`config.mk`:
```
export PLATFORM = sky130hd
export DESIGN_NAME = uart_rx
export DESIGN_NICKNAME = d
export VERILOG_FILES = /design/src/rtl/uart_pkg.sv /design/src/rtl/uart_rx_sync.sv /design/src/rtl/uart_rx.sv
export SDC_FILE = /design/constraint.sdc
export NUM_CORES = 1
export LEC_CHECK = 0
export CAP_MARGIN = 0
export CORE_UTILIZATION = 40
export DETAILED_ROUTE_END_ITERATION = 8
export PLACE_DENSITY = 0.62
export SLEW_MARGIN = 20
export SYNTH_ARGS = -nofsm -noshare
export SYNTH_HDL_FRONTEND = slang
export SYNTH_SLANG_ARGS = --single-unit
```
`constraint.sdc`:
```
create_clock -name clk -period 1.46 [get_ports clk]
set_input_delay 0.365 -clock clk [delete_from_list [all_inputs] [get_ports clk]]
set_output_delay 0.365 -clock clk [all_outputs]
set_load 0.02 [all_outputs]
```
`src/rtl/uart_pkg.sv`:
```
// Purpose: shared UART definitions (state encoding, line levels, parity helper) for rx and tx.
// Latency: n/a (package only).
// Backpressure: n/a.
package uart_pkg;

  typedef enum logic [2:0] {
    IDLE   = 3'd0,
    START  = 3'd1,
    DATA   = 3'd2,
    PARITY = 3'd3,
    STOP   = 3'd4,
    BREAK  = 3'd5
  } uart_state_e;

  localparam logic START_BIT          = 1'b0;
  localparam logic STOP_BIT           = 1'b1;
  localparam int   DEFAULT_OVERSAMPLE = 16;

  // Even parity over up to 32 payload bits; callers zero-extend narrower data.
  function automatic logic even_parity(input logic [31:0] d);
    return ^d;
  endfunction

endpackage

```
`src/rtl/uart_rx_sync.sv`:
```
// Purpose: 2-flop synchronizer bringing an asynchronous line into the clk domain.
// Latency: 2 clk.
// Backpressure: none; samples every clk.
// Ports: clk/rst (async active-high), async_i raw line, sync_o synchronized line.
module uart_rx_sync #(
  parameter logic RESET_VAL = 1'b1
) (
  input  logic clk,
  input  logic rst,
  input  logic async_i,
  output logic sync_o
);

  logic meta_q;
  logic sync_q;

  always_ff @(posedge clk or posedge rst) begin
    if (rst) begin
      meta_q <= RESET_VAL;
      sync_q <= RESET_VAL;
    end else begin
      meta_q <= async_i;
      sync_q <= meta_q;
    end
  end

  assign sync_o = sync_q;

endmodule

```
`src/rtl/uart_rx.sv`:
```
// Purpose: UART receiver (start, DATA_BITS LSB first, optional even parity, stop) at OVERSAMPLE x baud.
// Latency: rx_done 1 clk after the tick sampling the stop bit (OVERSAMPLE/2 + (DATA_BITS+1+PARITY_EN)*OVERSAMPLE ticks after detect).
// Backpressure: none; consumer must take data_out on the rx_done strobe (held until next frame).
// Ports: clk, rst (async active-high), tick (oversample enable), rx (async serial line, idle high),
//        data_out / parity_err / frame_err (held, valid with rx_done), rx_done (1-clk strobe), busy (state != IDLE).
module uart_rx
  import uart_pkg::*;
#(
  parameter int OVERSAMPLE = DEFAULT_OVERSAMPLE,
  parameter int DATA_BITS  = 8,
  parameter int PARITY_EN  = 1
) (
  input  logic                 clk,
  input  logic                 rst,
  input  logic                 tick,
  input  logic                 rx,
  output logic [DATA_BITS-1:0] data_out,
  output logic                 rx_done,
  output logic                 parity_err,
  output logic                 frame_err,
  output logic                 busy
);

  localparam int             TW       = $clog2(OVERSAMPLE);
  localparam logic [TW-1:0]  MID_CNT  = TW'(OVERSAMPLE / 2 - 1);
  localparam logic [TW-1:0]  LAST_CNT = TW'(OVERSAMPLE - 1);
  localparam logic [2:0]     BIT_LAST = 3'(DATA_BITS - 1);

  logic rx_s;

  uart_rx_sync #(.RESET_VAL(1'b1)) u_sync (
    .clk     (clk),
    .rst     (rst),
    .async_i (rx),
    .sync_o  (rx_s)
  );

  uart_state_e          state_q, state_d;
  logic [TW-1:0]        tick_cnt_q, tick_cnt_d;
  logic [2:0]           bit_cnt_q, bit_cnt_d;
  logic [DATA_BITS-1:0] shift_q, shift_d;
  logic                 perr_q, perr_d;
  logic [DATA_BITS-1:0] data_q, data_d;
  logic                 done_q, done_d;
  logic                 perr_out_q, perr_out_d;
  logic                 ferr_q, ferr_d;

  always_ff @(posedge clk or posedge rst) begin
    if (rst) begin
      state_q    <= IDLE;
      tick_cnt_q <= '0;
      bit_cnt_q  <= '0;
      shift_q    <= '0;
      perr_q     <= 1'b0;
      data_q     <= '0;
      done_q     <= 1'b0;
      perr_out_q <= 1'b0;
      ferr_q     <= 1'b0;
    end else begin
      state_q    <= state_d;
      tick_cnt_q <= tick_cnt_d;
      bit_cnt_q  <= bit_cnt_d;
      shift_q    <= shift_d;
      perr_q     <= perr_d;
      data_q     <= data_d;
      done_q     <= done_d;
      perr_out_q <= perr_out_d;
      ferr_q     <= ferr_d;
    end
  end

  always_comb begin
    state_d    = state_q;
    tick_cnt_d = tick_cnt_q;
    bit_cnt_d  = bit_cnt_q;
    shift_d    = shift_q;
    perr_d     = perr_q;
    data_d     = data_q;
    done_d     = 1'b0;  // strobe clears on its own, tick or not
    perr_out_d = perr_out_q;
    ferr_d     = ferr_q;

    if (tick) begin
      case (state_q)
        IDLE: begin
          if (rx_s == START_BIT) begin
            state_d    = START;
            tick_cnt_d = '0;
          end
        end

        START: begin
          tick_cnt_d = tick_cnt_q + 1'b1;
          // Re-check at mid start bit; a high line here is a glitch.
          if (tick_cnt_q == MID_CNT) begin
            if (rx_s == START_BIT) begin
              state_d    = DATA;
              tick_cnt_d = '0;
              bit_cnt_d  = '0;
            end else begin
              state_d = IDLE;
            end
          end
        end

        DATA: begin
          tick_cnt_d = tick_cnt_q + 1'b1;
          if (tick_cnt_q == LAST_CNT) begin
            // LSB arrives first, so shift right and insert at the MSB.
            shift_d    = DATA_BITS'({rx_s, shift_q} >> 1);
            tick_cnt_d = '0;
            bit_cnt_d  = bit_cnt_q + 1'b1;
            if (bit_cnt_q == BIT_LAST) begin
              state_d = (PARITY_EN != 0) ? PARITY : STOP;
            end
          end
        end

        PARITY: begin
          tick_cnt_d = tick_cnt_q + 1'b1;
          if (tick_cnt_q == LAST_CNT) begin
            perr_d     = rx_s ^ even_parity(32'(shift_q));
            tick_cnt_d = '0;
            state_d    = STOP;
          end
        end

        STOP: begin
          tick_cnt_d = tick_cnt_q + 1'b1;
          if (tick_cnt_q == LAST_CNT) begin
            data_d     = shift_q;
            perr_out_d = (PARITY_EN != 0) ? perr_q : 1'b0;
            ferr_d     = (rx_s != STOP_BIT);
            done_d     = 1'b1;
            tick_cnt_d = '0;
            // Returning to IDLE now lets a start bit right after the stop bit be seen.
            state_d    = (rx_s == STOP_BIT) ? IDLE : BREAK;
          end
        end

        BREAK: begin
          // Hold here while the line stays low so a break reports only once.
          if (rx_s == STOP_BIT) begin
            state_d = IDLE;
          end
        end

        default: begin
          state_d = IDLE;
        end
      endcase
    end
  end

  assign data_out   = data_q;
  assign rx_done    = done_q;
  assign parity_err = perr_out_q;
  assign frame_err  = ferr_q;
  assign busy       = (state_q != IDLE);

endmodule

```
======== Word level (Yosys, flattened, before mapping) ========
Index checks and enable logic that the tools add are counted.
operators by class
  $add $sub $neg .......................... 2
  equality and inequality tests ........... 16
  multiplexer cells ....................... 22
  bitwise gates (word level) .............. 2
  reductions and logical operators ........ 12
operators with widths
  kind                 number
  $mux 3               11
  $reduce_xor 32->1    1
  $pmux 3 s6           1
  $mux 4               4
  $ne 2x2->1 const B   7
  $pmux 4 s3           1
  $reduce_and 3->1     4
  $eq 3x3->1 const B   3
  $reduce_and 8->1     1
  $eq 3x2->1 const B   2
  $pmux 3 s2           1
  $reduce_bool 3->1    2
  $reduce_and 5->1     1
  $add 4x1->4 const B  1
  $eq 4x3->1 const B   1
  $eq 4x4->1 const B   1
  $add 3x1->3 const B  1
  $eq 3x1->1 const B   1
  $logic_not 3->1      1
  $mux 1               3
  $reduce_or 3->1      1
  $mux 2               1
  $ne 2x1->1 const B   1
  $reduce_bool 2->1    1
  2 further kinds      2
word-level totals
  flip-flop bits (word level) ............. 32
  input port bits ......................... 4
  word-level logic and storage cells ...... 65

======== Logic depth before layout (Yosys ltp) ========
Gate-level depths: netlist (run 1).
  word-level depth ........................ 4
  gate-level depth with buffers ........... 6
  depth with buffers taken out ............ 5

======== Modules after synthesis ========
From an unflattened synthesis (run 1), not the netlist that was laid out.
unflattened totals
  cell total of the unflattened synthesis .. 127
  area total of the unflattened synthesis .. 1,547.7 µm²
modules (own cells, without submodules)
  module        instances  cells each  area each (µm²)  sequential area each (µm²)
  uart_rx       1          124         1,491.4          750.7
  uart_rx_sync  1          3           56.3             52.6

======== Worst setup path before layout (run 1) ========
OpenSTA, ideal clock, no wires.
  kind .................................... register to register
  start point ............................. reg tick_cnt_q[1]
  end point ............................... reg data_q[0] (netlist: data_out[0])
  library setup time ...................... 0.127 ns
  arrival ................................. 1.447 ns
  data required time ...................... 1.333 ns
  path slack .............................. -0.114 ns
  stages on the path, launching flop included .. 6
  buffers on the path ..................... 1
  clock period less this slack ............ 1.574 ns
  cells stage by stage .................... dfrtp_1 ha_1 and4_1 and2_1 buf_6 mux2_1
on the way
  cells in the longest elaborated chain, start to end .. 2
ends and longest elaborated chain
  element                            line            RTL
  start, declared                    uart_rx.sv:39   logic [TW-1:0] tick_cnt_q, tick_cnt_d;
  start signal, assigned             uart_rx.sv:61   tick_cnt_q <= tick_cnt_d;
  $eq 4x4->1                         uart_rx.sv:130  if (tick_cnt_q == LAST_CNT) begin
  $reduce_and 3->1 (no source line)  -
  end signal, assigned               uart_rx.sv:65   data_q <= data_d;
  end, declared                      uart_rx.sv:43   logic [DATA_BITS-1:0] data_q, data_d;
No other way between the ends.
A chain may end at the register's enable or synchronous reset.

======== Worst setup path after layout (run 1) ========
  start point ............................. reg state_q[1]
  end point ............................... out busy
on the way
  cells in the longest elaborated chain, start to end .. 1
ends and longest elaborated chain
  element                 line            RTL
  start, declared         uart_rx.sv:38   uart_state_e state_q, state_d;
  start signal, assigned  uart_rx.sv:60   state_q <= state_d;
  $reduce_bool 3->1       uart_rx.sv:159  assign busy = (state_q != IDLE);
  end, declared           uart_rx.sv:21   output logic busy
No other way between the ends.

==> impl_metrics.toml, run 1 <==
[cells_and_area]
syn_to_final_growth_pct = 51.8
n_fill_cell = 318
drive_above_1_share = 0.500
antenna_cells = 0
final_nets = 206
stdcell_count = 250
utilization = 0.630

[worst_hold_path]
whs_path_depth = 0
hold_path.class = "flop to flop"

[route]
routed_wl_um = 4170
detail-route-antenna-nets = 0
route.detailed.drc = 0
vias = 1378
viasPerCell = 5.51
drt_pass1_iterations = 4
detail_route.wl_per_cell_um = 16.7
drt_iter0_drc = 47

[clock_network]
cts_buffer_depth = 2
cts_buffers = 5
cts_hold_buf = 0
path_clk_slew_ns = 0.07
clock_latency_ns = 0.29
cts_htree_levels = 2
clock_sinks = 32
cts_tree = "built"
root_buffer = "clkbuf_8"

[yosys]
ys_seq_area_frac = 0.484
syn_area_per_cell_um2 = 11.4
synth_edf_count = 0
ys_types = 48
postSynth.asyncResetShare = 1.00
netlist_area_um2 = 1660
syn_nets = 153
syn_inst = 146
synth_ff_type = "dfrtp_1"
yosysWarningCount = 0
ys_seq_elements = 32

[global_route]
grt_overflow = 0
antenna_found_initial = 0
grt_pass1_vias = 1290
grt_pass1_wl_um = 6290
grt_max_degree = 24
grtUsageTotal = 0.199

[place]
port_buffers = 15
dpl.hpwl_um = 2450
dp_cells = 226
gp_congestion = 0.860

[critical_path]
startpoint = "state_q[1]"
arrival_ns = 1.20
cp-start-kind = "flop"
cp_max_fo = 2
cp.depth = 2
path_buf_inv = 1
setup.worst_path.end = "busy"
timing.rr.start = "state_q[1]"
crit_chain = "or3_1, buf_6"
critPathKind = "flop to output pin"
r2r_end = "tick_cnt_q[3]"
rrSetupSlack_ns = -0.07
max_stage_delay_ns = 0.39
worstSetupEndpointType = "output pin"
critPathRequiredTime_ns = 1.10
reg2reg_depth = 5
path_delay_family = "simple AND/OR/NAND/NOR gates"
crit_slowest_cell = "or3_1"

[sta]
slew_violations = 0
skew_ns = 0.00578
rsz0062_at_grt = "yes"
fin_crit_sh = 1.07
setup_slack_ns = -0.104
finalSetupTns_ns = -1.16
min_period_ns = 1.56
slew_headroom = 0.807
hold_violations = 0
tightestPinTransition_ns = 0.288
fmax_ghz = 0.639
setup_viol = 23

[floorplan]
chipHeight_um = 66.4
std_cell_rows = 23
ioPinCount = 16
dieWidth_um = 66.4
core_um2 = 4000
start_util = 0.415
dieArea_um2 = 4410

[pwr]
power_density_nw_per_um2 = 1480
max-vdd-ir-drop_mv = 1.14
leakage_nw = 1.20

[status]
status = "finished with violations"
violations = "negative setup slack"

[job]
cap_viol_max_count = 0
[Yosys cell counts (2+ instances only)]
cell / count / share of area
nand3_1: 8 / 0.024
nor2_1: 3 / 0.0068
nand2_1: 10 / 0.023
xnor2_1: 5 / 0.026
clkbuf_1: 2 / 0.0045
o21ai_0: 5 / 0.015
o21ai_1: 5 / 0.015
and2_1: 2 / 0.0075
mux2_2: 3 / 0.020
mux2_1: 15 / 0.10
buf_4: 2 / 0.0090
buf_6: 2 / 0.014
nor3b_2: 2 / 0.015
inv_1: 5 / 0.011
dfstp_2: 2 / 0.032
nor3_1: 2 / 0.0060
a22o_1: 2 / 0.011
a21oi_1: 5 / 0.015
mux2i_1: 3 / 0.018
dfrtp_1: 30 / 0.45
buf_2: 4 / 0.012
ha_1: 3 / 0.023
[cell type report]
| class | instances | area, um^2 | area share |
|---|---|---|---|
| timing repair buffer | 55 | 523 | 0.207 |
| clock buffer | 6 | 72.6 | 0.0288 |
| tap | 50 | 62.6 | 0.0248 |
| sequential | 32 | 805 | 0.319 |
| multi-input combinational | 99 | 1000 | 0.397 |
| inverter | 6 | 22.5 | 0.00893 |
| clock inverter | 2 | 35.0 | 0.0139 |
[placed cells by master, fill, tap and decap left out, types with 2 or more instances in the layout]
master / Yosys / final
dfrtp_1: 30 / 29
buf_4: 2 / 26
mux2_4: 0 / 17
dlygate4sd2_1: 0 / 12
buf_6: 2 / 12
nand2_1: 10 / 9
nand3_1: 8 / 6
inv_1: 5 / 5
xnor2_1: 5 / 5
clkbuf_8: 0 / 5
o21ai_0: 5 / 4
nor3b_4: 0 / 3
and2_4: 0 / 3
o21ai_1: 5 / 3
mux2i_1: 3 / 3
a21oi_1: 5 / 3
nor2_4: 0 / 2
a21oi_2: 0 / 2
nor2_1: 3 / 2
a22o_1: 2 / 2
nor3_1: 2 / 2
nand3_2: 1 / 2
o21ai_2: 0 / 2
ha_1: 3 / 2
clkdlybuf4s50_1: 0 / 2
buf_12: 0 / 2
dfstp_2: 2 / 2
[repair_timing]
item	4_1_cts	5_1_grt
setup buffers	10	4
pin swaps	12	14
gates resized for setup	39	32
setup endpoints to repair	37	30
cloned	2	0
[sequential cells by signal, indices dropped and copies added (netlist names), 3 cells and up]
register    count
data_out        8
state_q         3
bit_cnt_q       3
shift_q         8
tick_cnt_q      4
[per-stage QoR]
step | worst slack (ns) | total power [mW] | hold WS [ns] | area [um^2]
5_1_grt | -0.124 | 3.96 | 0.358 | 2520
2_1_floorplan | -0.0397 | 1.91 | 0.345 | 1720
3_5_place_dp | -0.410 | 2.29 | 0.349 | 2060
6_report | -0.104 | 3.74 | 0.358 | 2520
3_3_place_gp | -0.367 | 2.23 | 0.348 | 2060
4_1_cts | -0.127 | 3.34 | 0.355 | 2350
[layer usage]
metal,GRT usage,up-vias,part of all wire
met5,0,-,0
met4,0.101,0,0.034
met3,0.0414,16,0.036
met2,0.348,38,0.52
met1,0.226,692,0.41
li1,-,632,-
[kinds of logic (layout without fill, tap and decap cells)]
kind of cell,after synthesis,in the layout,synth area share
AND/OR/NAND/NOR,39,40,0.146
buffers and inverters,16,69,0.0527
XOR/XNOR,7,7,0.0452
multiplexers,21,21,0.140
adder cells (fa/ha/maj),3,3,0.0226
AO/OA/AOI/OAI,28,28,0.109
flip-flops,32,32,0.484
[worst min path at each step]
| stage | startpoint | to | slack, ns |
|---|---|---|---|
| detailed placement | u_sync.meta_q | u_sync.sync_o | 0.35 |
| floorplan | u_sync.meta_q | u_sync.sync_o | 0.35 |
| finish | u_sync.meta_q | u_sync.sync_o | 0.36 |
| global placement | u_sync.meta_q | u_sync.sync_o | 0.35 |
| global route | u_sync.meta_q | u_sync.sync_o | 0.36 |
| CTS | u_sync.meta_q | u_sync.sync_o | 0.36 |
[report_power, final]
group | switching, mW | internal (mW)
Clock | 0.337 | 0.506
Sequential | 0.111 | 1.02
Combinational | 0.847 | 0.922
Note: power is estimated with default switching activity, not from simulation.
==> run 2, diff against run 1 <==
- RECOVER_POWER: unset -> 50
==> run 2 against run 1 <==
- the run still ends with negative setup slack left
- combinational power about the same
- setup slack barely moved
- critical path depth stayed put
- clock power about the same
- clock skew barely moved
- hold slack hardly changed
- sequential cell count did not move
- total power shrank 0.10%
- cell count unchanged
- wire length about the same
- sequential share of layout area up 0.079 points
==> impl_metrics.toml, run 2 (synthesis results as in run 1) <==
[cells_and_area]
stdcell_count = 250
utilization = 0.629
syn_to_final_growth_pct = 51.5
drive_above_1_share = 0.495
layout.cells.most_common = "dfrtp_1"
final_cell_mix = "dfrtp_1, buf_4, mux2_4, dlygate4sd2_1, buf_6"
antenna_cells = 0
final_nets = 206
n_fill_cell = 318

[critical_path]
cp-start-kind = "flop"
startpoint = "state_q[1]"
timing.rr.start = "state_q[1]"
arrival_ns = 1.20
critPathRequiredTime_ns = 1.10
cp_max_fo = 2
worstSetupEndpointType = "output pin"
critPathKind = "flop to output pin"

[worst_hold_path]
hold_path.class = "flop to flop"
hold_start = "u_sync.meta_q"

[place]
port_buffers = 15
dp_cells = 226
place_ws_ns = -0.410
gp_congestion = 0.860
dpl.hpwl_um = 2450

[status]
violations = "negative setup slack"
status = "finished with violations"

[sta]
tightestPinTransition_ns = 0.564
fin_crit_sh = 1.07
skew_ns = 0.00578
hold_violations = 0
fmax_ghz = 0.639
min_period_ns = 1.56
slew_violations = 0
setup_viol = 23
slew_headroom = 0.624
finalSetupTns_ns = -1.16
setup_slack_ns = -0.104
rsz0062_at_grt = "yes"

[route]
detail-route-antenna-nets = 0
drt_iter0_drc = 47
detail_route.wl_per_cell_um = 16.6
route.detailed.drc = 0
viasPerCell = 5.51
drt_pass1_iterations = 4
routed_wl_um = 4160
vias = 1378

[clock_network]
cts_tree = "built"
clock_sinks = 32
cts_buffer_depth = 2
cts_hold_buf = 0
path_clk_slew_ns = 0.07
cts_htree_levels = 2
clock_latency_ns = 0.29
root_buffer = "clkbuf_8"
cts_buffers = 5

[floorplan]
ioPinCount = 16
chipHeight_um = 66.4
start_util = 0.415
dieWidth_um = 66.4
std_cell_rows = 23
core_um2 = 4000
dieArea_um2 = 4410

[global_route]
grtUsageTotal = 0.199
grt_pass1_vias = 1290
grt_overflow = 0
antenna_found_initial = 0
grt_pass1_wl_um = 6290
grt_max_degree = 24

[pwr]
max-vdd-ir-drop_mv = 1.14
leakage_nw = 1.20
power_density_nw_per_um2 = 1490

[job]
cap_viol_max_count = 0
==> run 2: cell count changes in the layout (fill, tap and decap cells not counted), sizes merged <==
cell	previous run	this run
clkbuf	6	8
clkdlybuf4s50	2	0
buf	41	39
dlygate4sd3	0	2
==> run 2: worst max-delay path: stages, from the launching register on <==
cell,delay (ns)
dfrtp_1,0.38
or3_1,0.39
buf_6,0.14
==> run 2: final cells by class <==
type | count | area [um^2] | area share
Tap cell | 50 | 62.6 | 0.0249
Clock buffer | 6 | 72.6 | 0.0289
Timing Repair Buffer | 55 | 517 | 0.205
Inverter | 6 | 22.5 | 0.00896
Multi-Input combinational cell | 99 | 1000 | 0.398
Clock inverter | 2 | 35.0 | 0.0139
Sequential cell | 32 | 805 | 0.320
==> run 2: where the power goes <==
part / internal [mW] / switching (mW)
clock: 0.506 / 0.337
combinational: 0.919 / 0.846
sequential: 1.02 / 0.111
==> run 2: worst paths after layout <==
kind	endpoint	slack, ns	cells past startpoint
min in group asynchronous	state_q[2]	0.65	3
setup / recovery	busy	-0.10	2
max in group asynchronous	bit_cnt_q[0]	0.40	3
setup reg to reg	tick_cnt_q[3]	-0.07	5
hold / removal	u_sync.sync_o	0.36	0
hold reg to reg	u_sync.sync_o	0.36	0
==> run 2: layer usage <==
| layer | up-vias | track usage | share of wire | wire (um) |
|---|---|---|---|---|
| met2 | 38 | 0.348 | 0.52 | 2150 |
| met4 | 0 | 0.101 | 0.034 | 142 |
| li1 | 632 | - | - | - |
| met1 | 692 | 0.226 | 0.41 | 1710 |
| met5 | - | 0 | 0 | 0 |
| met3 | 16 | 0.0414 | 0.036 | 151 |
==> run 2: stage by stage <==
stage	power, mW	hold slack [ns]	area, um^2
finish	3.74	0.358	2510
global route	3.95	0.358	2510
CTS	3.34	0.355	2350
detailed placement	2.29	0.349	2060
global placement	2.23	0.348	2060
floorplan	1.91	0.345	1720
==> run 2: timing repair <==
action / CTS / global route
pin swaps: 12 / 14
gates cloned: 2 / 0
setup buffers: 10 / 4
setup endpoints to repair: 37 / 30
gates resized for setup: 39 / 32
==> run 3, diff against run 2 <==
- CELL_PAD_IN_SITES_DETAIL_PLACEMENT: unset -> 0
- CELL_PAD_IN_SITES_GLOBAL_PLACEMENT: unset -> 1
- PLACE_DENSITY: 0.62 -> 0.75
==> run 3 against run 2 <==
- the flow still finishes with violations (negative setup slack)
- maximum frequency is 1.1% lower
- hold slack better by 0.0073 ns
- die area stayed put
- cell area is 2.4% lower
- combinational power is 3% lower
- count of clock-buffer cells in the layout is 1 lower
- critical path depth stayed put
- via count is 3.9% lower
- first-iteration DRC count is 23% lower
- sequential cell count stayed put
- global-route usage is 1.3 points lower
==> impl_metrics.toml, run 3 (synthesis results as in run 1) <==
[clock_network]
clock_sinks = 32
path_clk_slew_ns = 0.07
cts_buffers = 5
root_buffer = "clkbuf_8"
cts_htree_levels = 2
cts_buffer_depth = 2
cts_hold_buf = 0
clock_latency_ns = 0.29
cts_tree = "built"

[critical_path]
crit_slowest_cell = "or3_4"
cp-start-kind = "flop"
rrSetupSlack_ns = -0.07
critPathKind = "flop to output pin"
path_delay_family = "simple AND/OR/NAND/NOR gates"
crit_chain = "or3_4, buf_6"
cp.depth = 2
worstSetupEndpointType = "output pin"
arrival_ns = 1.22
reg2reg_depth = 5
critPathRequiredTime_ns = 1.10
r2r_end = "tick_cnt_q[3]"
path_buf_inv = 1
cp_max_fo = 2
max_stage_delay_ns = 0.40
timing.rr.start = "state_q[2]"

[route]
vias = 1324
routed_wl_um = 3890
detail-route-antenna-nets = 0
route.detailed.drc = 0
viasPerCell = 5.23
detail_route.wl_per_cell_um = 15.4
drt_pass1_iterations = 4
drt_iter0_drc = 36

[worst_hold_path]
hold_start = "u_sync.meta_q"
holdPathEnd = "u_sync.sync_o"
whs_path_depth = 0
hold_path.class = "flop to flop"

[global_route]
antenna_found_initial = 0
grt_pass1_vias = 1268
grt_overflow = 0
grt_pass1_wl_um = 6050
grtUsageTotal = 0.186
grt_max_degree = 33

[pwr]
max-vdd-ir-drop_mv = 1.39
power_density_nw_per_um2 = 1500
leakage_nw = 1.19

[sta]
tightestPinTransition_ns = 0.823
fmax_ghz = 0.633
rsz0062_at_grt = "yes"
min_period_ns = 1.58
slew_headroom = 0.451
slew_violations = 0
hold_violations = 0
setup_viol = 22
skew_ns = 0.00656
fin_crit_sh = 1.08
setup_slack_ns = -0.121

[status]
status = "finished with violations"
violations = "negative setup slack"

[cells_and_area]
layout.cells.most_common = "buf_4"
syn_to_final_growth_pct = 47.9
antenna_cells = 0
fin_area_um2 = 2450
drive_above_1_share = 0.483
final_nets = 209
final_cell_mix = "buf_4, dfrtp_1, mux2_4, dlygate4sd2_1, nand2_1"

[place]
port_buffers = 15
dpl.hpwl_um = 2400
place_ws_ns = -0.374
gp_congestion = 0.785
placed_cell_area_um2 = 2090

[floorplan]
dieArea_um2 = 4410
start_util = 0.415
chipHeight_um = 66.4
core_um2 = 4000
ioPinCount = 16
dieWidth_um = 66.4
std_cell_rows = 23

[job]
cap_viol_max_count = 0
run 3: layout make-up:
cell class | instances | area, um^2
fill | 316 | 1550
multi-input combinational | 99 | 963
sequential | 32 | 803
timing repair buffer | 58 | 492
clock buffer | 5 | 68.8
tap | 50 | 62.6
clock inverter | 3 | 42.5
inverter | 6 | 22.5
run 3: metrics by stage:
step                      total power [mW]  hold slack [ns]  cells  utilization  TNS [ns]
after floorplan                       1.91            0.345    146            -    -0.384
after global placement                2.26            0.351    229        0.522     -7.63
after detailed placement              2.31            0.355    229        0.522     -8.05
after CTS                             3.44            0.366    246        0.586    -0.665
after global routing                  3.89            0.369    253        0.614     -1.86
final                                 3.69            0.365    253        0.614    -0.704
run 3: metal layers:
| metal | GRT usage | vias to the layer above | wire length [um] |
|---|---|---|---|
| li1 | - | 633 | - |
| met4 | 0.0559 | 0 | 31 |
| met5 | 0 | - | 0 |
| met1 | 0.245 | 653 | 1740 |
| met3 | 0.0414 | 4 | 175 |
| met2 | 0.302 | 34 | 1940 |
run 3: how the worst max path moves through the flow:
stage / startpoint / endpoint / slack [ns]
CTS: state_q[2] / busy / -0.12
detailed placement: tick / shift_q[3] / -0.37
finish: state_q[0] / busy / -0.12
floorplan: tick_cnt_q[0] / data_out[0] / -0.04
global route: state_q[0] / busy / -0.14
global placement: tick / shift_q[2] / -0.36
run 3: report_power, final:
group | switching (mW) | total [mW] | internal (mW)
logic | 0.814 | 1.72 | 0.910
clock network | 0.342 | 0.846 | 0.505
registers | 0.105 | 1.12 | 1.01
total | 1.26 | 3.69 | 2.43
run 3: timing repair:
item,in CTS,in global routing
setup buffers,8,7
resized for setup,38,19
pin swaps,9,12
gates cloned,1,0
endpoints found under the setup margin,40,28
